`src/rtl/next_kb_hotkey.sv`:
```
// NeXT keyboard events to OSSC menu commands: modifier-gated hotkeys, menu mode, valid/ready output.
// Optional auto-repeat of arrow keys is enabled by defining NEXT_HOTKEY_REPEAT_EN.
module next_kb_hotkey #(
  parameter logic [7:0]  HOTKEY_MOD       = 8'h18,
  parameter int unsigned REPEAT_DELAY_CYC = 13500000,
  parameter int unsigned REPEAT_RATE_CYC  = 2700000,
  parameter int unsigned CNT_W            = 24
) (
  input  logic        clk27,
  input  logic        hw_reset,
  input  logic [15:0] latest_keycode,
  input  logic        latest_keycode_valid,
  output logic [2:0]  cmd_code,
  output logic        cmd_valid,
  input  logic        cmd_ready,
  output logic        menu_active,
  output logic        cmd_overflow
);

  localparam logic [2:0] CMD_NONE  = 3'd0;
  localparam logic [2:0] CMD_UP    = 3'd1;
  localparam logic [2:0] CMD_DOWN  = 3'd2;
  localparam logic [2:0] CMD_LEFT  = 3'd3;
  localparam logic [2:0] CMD_RIGHT = 3'd4;
  localparam logic [2:0] CMD_OK    = 3'd5;
  localparam logic [2:0] CMD_BACK  = 3'd6;
  localparam logic [2:0] CMD_MENU  = 3'd7;

  logic [15:0] kc_q;
  logic        vld_q, vld_prev_q;
  logic [2:0]  cmd_code_q;
  logic        cmd_valid_q, cmd_overflow_q, menu_q;

  // Valid history resets high so a strobe already high across reset must drop before it counts.
  always_ff @(posedge clk27 or posedge hw_reset) begin
    if (hw_reset) begin
      kc_q       <= '0;
      vld_q      <= 1'b1;
      vld_prev_q <= 1'b1;
    end else begin
      kc_q       <= latest_keycode;
      vld_q      <= latest_keycode_valid;
      vld_prev_q <= vld_q;
    end
  end

  logic       key_event, brk, hot, is_esc, make_menu;
  logic [6:0] code;
  logic [2:0] key_cmd, make_cmd, issue_cmd;

  assign key_event = vld_q & ~vld_prev_q;
  assign brk       = kc_q[7];
  assign code      = kc_q[6:0];
  assign hot       = (kc_q[15:8] & HOTKEY_MOD) == HOTKEY_MOD;
  assign is_esc    = (code == 7'h49);

  always_comb begin
    key_cmd = CMD_NONE;
    case (code)
      7'h16:   key_cmd = CMD_UP;
      7'h0F:   key_cmd = CMD_DOWN;
      7'h09:   key_cmd = CMD_LEFT;
      7'h10:   key_cmd = CMD_RIGHT;
      7'h2A:   key_cmd = CMD_OK;
      default: key_cmd = CMD_NONE;
    endcase
  end

  always_comb begin
    make_cmd  = CMD_NONE;
    make_menu = 1'b0;
    if (key_event && !brk) begin
      if (is_esc) begin
        if (hot) begin
          make_cmd  = CMD_MENU;
          make_menu = 1'b1;
        end else if (menu_q) begin
          make_cmd = CMD_BACK;
        end
      end else if (key_cmd != CMD_NONE && (hot || menu_q)) begin
        make_cmd = key_cmd;
      end
    end
  end

`ifdef NEXT_HOTKEY_REPEAT_EN
  typedef enum logic [1:0] {StIdle, StHeld, StRepeat} state_t;

  state_t           state_q;
  logic [CNT_W-1:0] cnt_q;
  logic [6:0]       held_code_q;
  logic [2:0]       held_cmd_q, rep_cmd;
  logic             repeatable, held_break, still_hot;

  assign repeatable = make_cmd inside {CMD_UP, CMD_DOWN, CMD_LEFT, CMD_RIGHT};
  assign held_break = key_event && brk && (code == held_code_q);
  assign still_hot  = menu_q || hot;

  // A repeat fires only when no event in this cycle takes precedence.
  always_comb begin
    rep_cmd = CMD_NONE;
    if (state_q != StIdle && !held_break && make_cmd == CMD_NONE &&
        cnt_q == '0 && still_hot) begin
      rep_cmd = held_cmd_q;
    end
  end

  always_ff @(posedge clk27 or posedge hw_reset) begin
    if (hw_reset) begin
      state_q     <= StIdle;
      cnt_q       <= '0;
      held_code_q <= '0;
      held_cmd_q  <= CMD_NONE;
    end else begin
      unique case (state_q)
        StIdle: begin
          if (repeatable) begin
            held_code_q <= code;
            held_cmd_q  <= make_cmd;
            cnt_q       <= CNT_W'(REPEAT_DELAY_CYC - 1);
            state_q     <= StHeld;
          end
        end
        StHeld, StRepeat: begin
          if (held_break) begin
            state_q <= StIdle;
          end else if (repeatable) begin
            held_code_q <= code;
            held_cmd_q  <= make_cmd;
            cnt_q       <= CNT_W'(REPEAT_DELAY_CYC - 1);
            state_q     <= StHeld;
          end else if (make_cmd != CMD_NONE) begin
            state_q <= StIdle;
          end else if (cnt_q == '0) begin
            if (still_hot) begin
              cnt_q   <= CNT_W'(REPEAT_RATE_CYC - 1);
              state_q <= StRepeat;
            end else begin
              state_q <= StIdle;
            end
          end else begin
            cnt_q <= cnt_q - CNT_W'(1);
          end
        end
        default: state_q <= StIdle;
      endcase
    end
  end

  assign issue_cmd = (make_cmd != CMD_NONE) ? make_cmd : rep_cmd;
`else
  logic unused_repeat_cfg;
  assign unused_repeat_cfg = ^{REPEAT_DELAY_CYC[0], REPEAT_RATE_CYC[0], CNT_W[0]};
  assign issue_cmd = make_cmd;
`endif

  // A new command may load in the same cycle the pending one is accepted.
  always_ff @(posedge clk27 or posedge hw_reset) begin
    if (hw_reset) begin
      cmd_code_q     <= CMD_NONE;
      cmd_valid_q    <= 1'b0;
      cmd_overflow_q <= 1'b0;
      menu_q         <= 1'b0;
    end else begin
      if (make_menu) menu_q <= ~menu_q;
      if (issue_cmd != CMD_NONE) begin
        if (!cmd_valid_q || cmd_ready) begin
          cmd_code_q  <= issue_cmd;
          cmd_valid_q <= 1'b1;
        end else begin
          cmd_overflow_q <= 1'b1;
        end
      end else if (cmd_ready) begin
        cmd_valid_q <= 1'b0;
      end
    end
  end

  assign cmd_code     = cmd_code_q;
  assign cmd_valid    = cmd_valid_q;
  assign cmd_overflow = cmd_overflow_q;
  assign menu_active  = menu_q;

endmodule

```
`config.mk`:
```
export PLATFORM = sky130hd
export DESIGN_NAME = next_kb_hotkey
export DESIGN_NICKNAME = d
export VERILOG_FILES = /design/src/rtl/next_kb_hotkey.sv
export SDC_FILE = /design/constraint.sdc
export NUM_CORES = 1
export LEC_CHECK = 0
export ABC_AREA = 1
export BUFFER_PORTS_ARGS = -buffer_cell sky130_fd_sc_hd__buf_2
export CAP_MARGIN = 40
export CORE_MARGIN = 2
export CORE_UTILIZATION = 47
export CTS_BUF_LIST = sky130_fd_sc_hd__clkbuf_16
export DETAILED_ROUTE_END_ITERATION = 8
export PLACE_DENSITY = 0.75
export RECOVER_POWER = 50
export SLEW_MARGIN = 20
export SYNTH_ARGS = -nofsm -noshare
export SYNTH_HDL_FRONTEND = slang
export SYNTH_SLANG_ARGS = --single-unit
```
`constraint.sdc`:
```
create_clock -name clk27 -period 1.85 [get_ports clk27]
set_input_delay 0.37 -clock clk27 [delete_from_list [all_inputs] [get_ports clk27]]
set_output_delay 0.37 -clock clk27 [all_outputs]
set_load 0.03 [all_outputs]
```
# == Word level (Yosys, flattened, before mapping) ==
# Index checks and enable logic that the tools add are counted.
# word_totals
ff_bits,21
inputBits,20
out_inout_bits,6
wordCells,43
# op_classes
n_eq_ne,8
mux,12
n_bitwise,4
n_reduce_logical,12
# op_table
operator,n
$mux W3,5
$pmux W3 S5,1
$eq A7 B4 Y1 const B,2
$eq A7 B5 Y1 const B,2
$eq A7 B6 Y1 const B,1
$eq A7 B7 Y1 const B,1
$mux W1,6
$reduce_and A2 Y1,3
$reduce_bool A3 Y1,2
$not A1 Y1,3
$eq A2 B2 Y1 const B,1
$logic_and A1 B1 Y1,2
$logic_not A1 Y1,2
$logic_or A1 B1 Y1,2
$ne A2 B1 Y1 const B,1
$reduce_bool A2 Y1,1
$and A1 B1 Y1,1

# == Logic depth before layout (Yosys ltp) ==
# depth
ltp_word,10
ltp_mapped,11
depth_no_buf,11

# == Least setup slack after synthesis ==
# No wires, ideal clock.
# synth_timing
kind,register to register
startpoint,reg vld_q
endpoint,reg cmd_code_q[0] (netlist: cmd_code[0])
arrival_time_ns,1.185
slack_ns,0.548
stages_incl_launch_ff,9
path_buffers,0
period_less_slack_ns,1.302
cell_sequence,dfstp_2 > nor3b_2 > nand2_1 > nor2_1 > a21oi_2 > nand2_1 > nand2_2 > nand2_1 > nand2_1
# synth_via
elab_chain_len,5
# synth_rtl
item,line_no,text
from (decl),30,"logic vld_q, vld_prev_q;"
from (signal assigned),42,vld_q <= latest_keycode_valid;
$and A1 B1 Y1 *,51,assign key_event = vld_q & ~vld_prev_q;
$logic_and A1 B1 Y1 *,72,if (key_event && !brk) begin
$mux W3 *,72,
$reduce_bool A3 Y1,166,if (issue_cmd != CMD_NONE) begin
$reduce_and A2 Y1 (no line),n/a,
to (signal assigned),168,cmd_code_q <= issue_cmd;
to (decl),31,logic [2:0] cmd_code_q;
# Mark *: on every way between the ends. The rest lies on a longest branch, timed or not.
# A chain may end at the register's enable or synchronous reset.

# == Final worst setup path ==
# layout_timing
startpoint,reg vld_q
endpoint,reg cmd_code_q[2] (netlist: cmd_code[2])
# Same word-level chain as after synthesis.

==> results.md <==
* GRT Overall Usage at roughly 15%
* Post-DRT Antenna Nets at 0
* Synth unique cells at 19
* Worst setup EP type: flip-flop
* Via Count at between 600 and 700
* Cells after Synth at 86
* DR iter-0 viols at 11
* Critical Path AT at 1.59 ns
* Slew margin rel. at between 50% and 60%
* Syn avg cell area at between 9 and 10 sq um
* Detailed-route wire length per cell at 10.6 microns
* Endpoints failing hold at 0
* Hold WC Path Type: in -> async
* Tcrit/Tclk final at between 70% and 80%
* Actual slew at the worst max-slew pin at approximately 0.65 ns
* Clk Latency, worst-skew pair at around 0.24 ns
* GR Util met1 at around 15%
* PwrDens at just over 900 nW/um^2
* Required time worst endpoint at ~2.0 ns
* Site Rows at 14
* Mapped Area at just under 800 sq um
* Post-synthesis sequential area ratio at around 57%
* Area Growth Syn to Fin at 24.6%
* Met3 GRT Util at about 6.0%
* Largest net degree at the start of global routing at 19
* Crit-path max FO at 4
* Clock Sinks at 18
* Vias in the first global route at ~580
* #FFs+latches synth at 18
* Multi-input logic area at slightly below 300 sq um
* Max-Cap Viols at 0
* Met2 usage at 26.9%
* Critical path cell sequence: nor3b_2 > nand2_1 > nor2_1 > a21oi_2 > nand2_1 > nand2_2 > nand2_1 > nand2_1
* CTS tree: done
* Critical Path Source Type: flip-flop
* CTS H-tree lvls at 1
* Die Y at roughly 45 microns
* IO Port Bufs at 19
* Sw Ratio at roughly 21%
* Number of buffers created by CTS at 3
* Clock buffer depth at 2
* RSZ-0062 raised after global routing: no
* Outcome: completed
* Most frequent CP cell: nand2_1
* Slew Limit Fails at 0
* Post-placement setup slack at slightly above 0.4 ns
* CP max-delay cell: dfstp_1
* Hpwl dp at roughly 990 microns
* Most frequent cells in the layout: 24 x nand2_1, 19 x buf_2, 16 x dfrtp_1
* Clock transition at the registers of the reported paths at about 0.05 ns
* Achievable Freq at ~0.7 GHz
* Commonest non-fill, non-tap cell in the layout: nand2_1
* Min Tclk post-route at roughly 1.5 ns
* I/O pins at 26
* Crit-path max cell delay at ~0.53 ns
* Postcts setup bufs at 0
* Net Sw Power at roughly 190 uW
* Initial antenna violation count at 0
* Combinational share of power at around 7.4%
* Die area at slightly above 2000 sq um
* Busiest grt layer: met2
* Sequential power share at 46.7%
* Syn. warnings at 0
* Worst Clk Skew at between 0.001 and 0.0015 ns
* CP Class: reg -> reg
* Clock group share of total power at ~46%
* First-pass GRT wire length at between 2 and 2.5 mm
* Via density at between 4 and 5
* Root Driver: clkbuf_16
* Final setup TNS at 0 ns
* DR pass1 iterations at 4
* Antenna diodes at 0
* Setup violators final at 0
* Total core area at approximately 1500 sq um
* Cts hold-fix bufs at 0
* Post-CTS Resized at 0
* Int Pwr at 726 uW
* GRT overflow at 0
* Setup ws final at slightly below 0.4 ns
* Number of fillers in the final layout at between 100 and 150
* Register area at approximately 450 sq um
* Starting Density at 51.1%
* Leakage at about 0.00056 uW
* Share of cells above drive strength 1 at 35.8%
* Syn Nets at 106
* Drt drc at 0
* GPL Wtd Cong at roughly 0.77
* Die X at between 40 and 50 microns
* WL final at approximately 1.3 mm
* Layout Nets at 130
* Max IR drop VDD at 0.000685 V
-- registers in the layout, summed over array words and instances (netlist names) --
name          count
kc_q             10
cmd_overflow      1
menu_active       1
vld_prev_q        1
cmd_code          3
vld_q             1
cmd_valid         1
-- path summary, 6_finish.rpt --
kind                                         start     endpoint  slack, ns  cells after the start
worst max-delay path                         vld_q  cmd_code[2]       0.39                      8
worst min-delay path                      hw_reset      kc_q[4]       0.21                      2
worst min register to register               vld_q   vld_prev_q       0.38                      0
worst max register to register               vld_q  cmd_code[2]       0.39                      8
max in group asynchronous                 hw_reset      kc_q[5]       1.23                      2
min in group clk27              latest_keycode[12]     kc_q[12]       0.23                      1
-- per-stage QoR --
step / total power, uW / utilization, % / cells / hold WS (ns) / instance area, sq um
floorplan: 476 / - / 86 / 0.307 / 788
global placement: 498 / 58.6 / 121 / 0.356 / 903
detailed placement: 502 / 58.6 / 121 / 0.366 / 903
CTS: 924 / 63.7 / 125 / 0.226 / 982
global route: 950 / 63.7 / 125 / 0.220 / 982
finish: 914 / 63.7 / 125 / 0.209 / 982
-- power by group through the flow --
stage	registers, uW	logic, uW	clock network [uW]
floorplan	442	33.5	0
global placement	432	66.3	0
detailed placement	433	68.4	0
CTS	427	69.0	428
global route	428	75.7	446
finish	427	67.8	420
-- layout make-up --
| cell class | count | area share [%] |
|---|---|---|
| Clock inverter | 1 | 0.382 |
| Timing Repair Buffer | 19 | 9.68 |
| Inverter | 12 | 4.59 |
| Sequential cell | 18 | 46.1 |
| Clock buffer | 3 | 7.64 |
| Tap cell | 16 | 2.04 |
| Multi-Input combinational cell | 56 | 29.6 |
-- routing by layer --
layer | wire length (microns) | part of all wire (%)
met4 | 28 | 2.1
met2 | 707 | 53
met5 | 0 | 0
met1 | 510 | 38
met3 | 81 | 6.1
-- cell families (layout without fill, tap and decap cells) --
logic type,count (synthesis),after routing,share of synthesized area [%]
AO/OA/AOI/OAI,5,5,5.08
AND/OR/NAND/NOR,50,50,30.6
flip-flops,18,18,57.5
buffers and inverters,12,35,5.71
XOR/XNOR,1,1,1.11
-- cells in the mapped netlist (all sizes together) --
cell	instances	area, sq um
a21o	2	15.0
a21oi	1	8.76
dfrtp	16	400
dfstp	2	52.6
inv	12	45.0
nand2	28	120
nand3	6	35.0
nor2	14	67.6
nor3b	1	12.5
o21ai	1	5.00
o21bai	1	11.3
or2	1	6.26
xor2	1	8.76
-- critical path: cells and delay by family, from the launching register on --
kind	cells	cell delay (ns)
compound gates	1	0.07
simple gates	7	0.74
flops	1	0.53
Note: power is estimated with default switching activity, not from simulation.
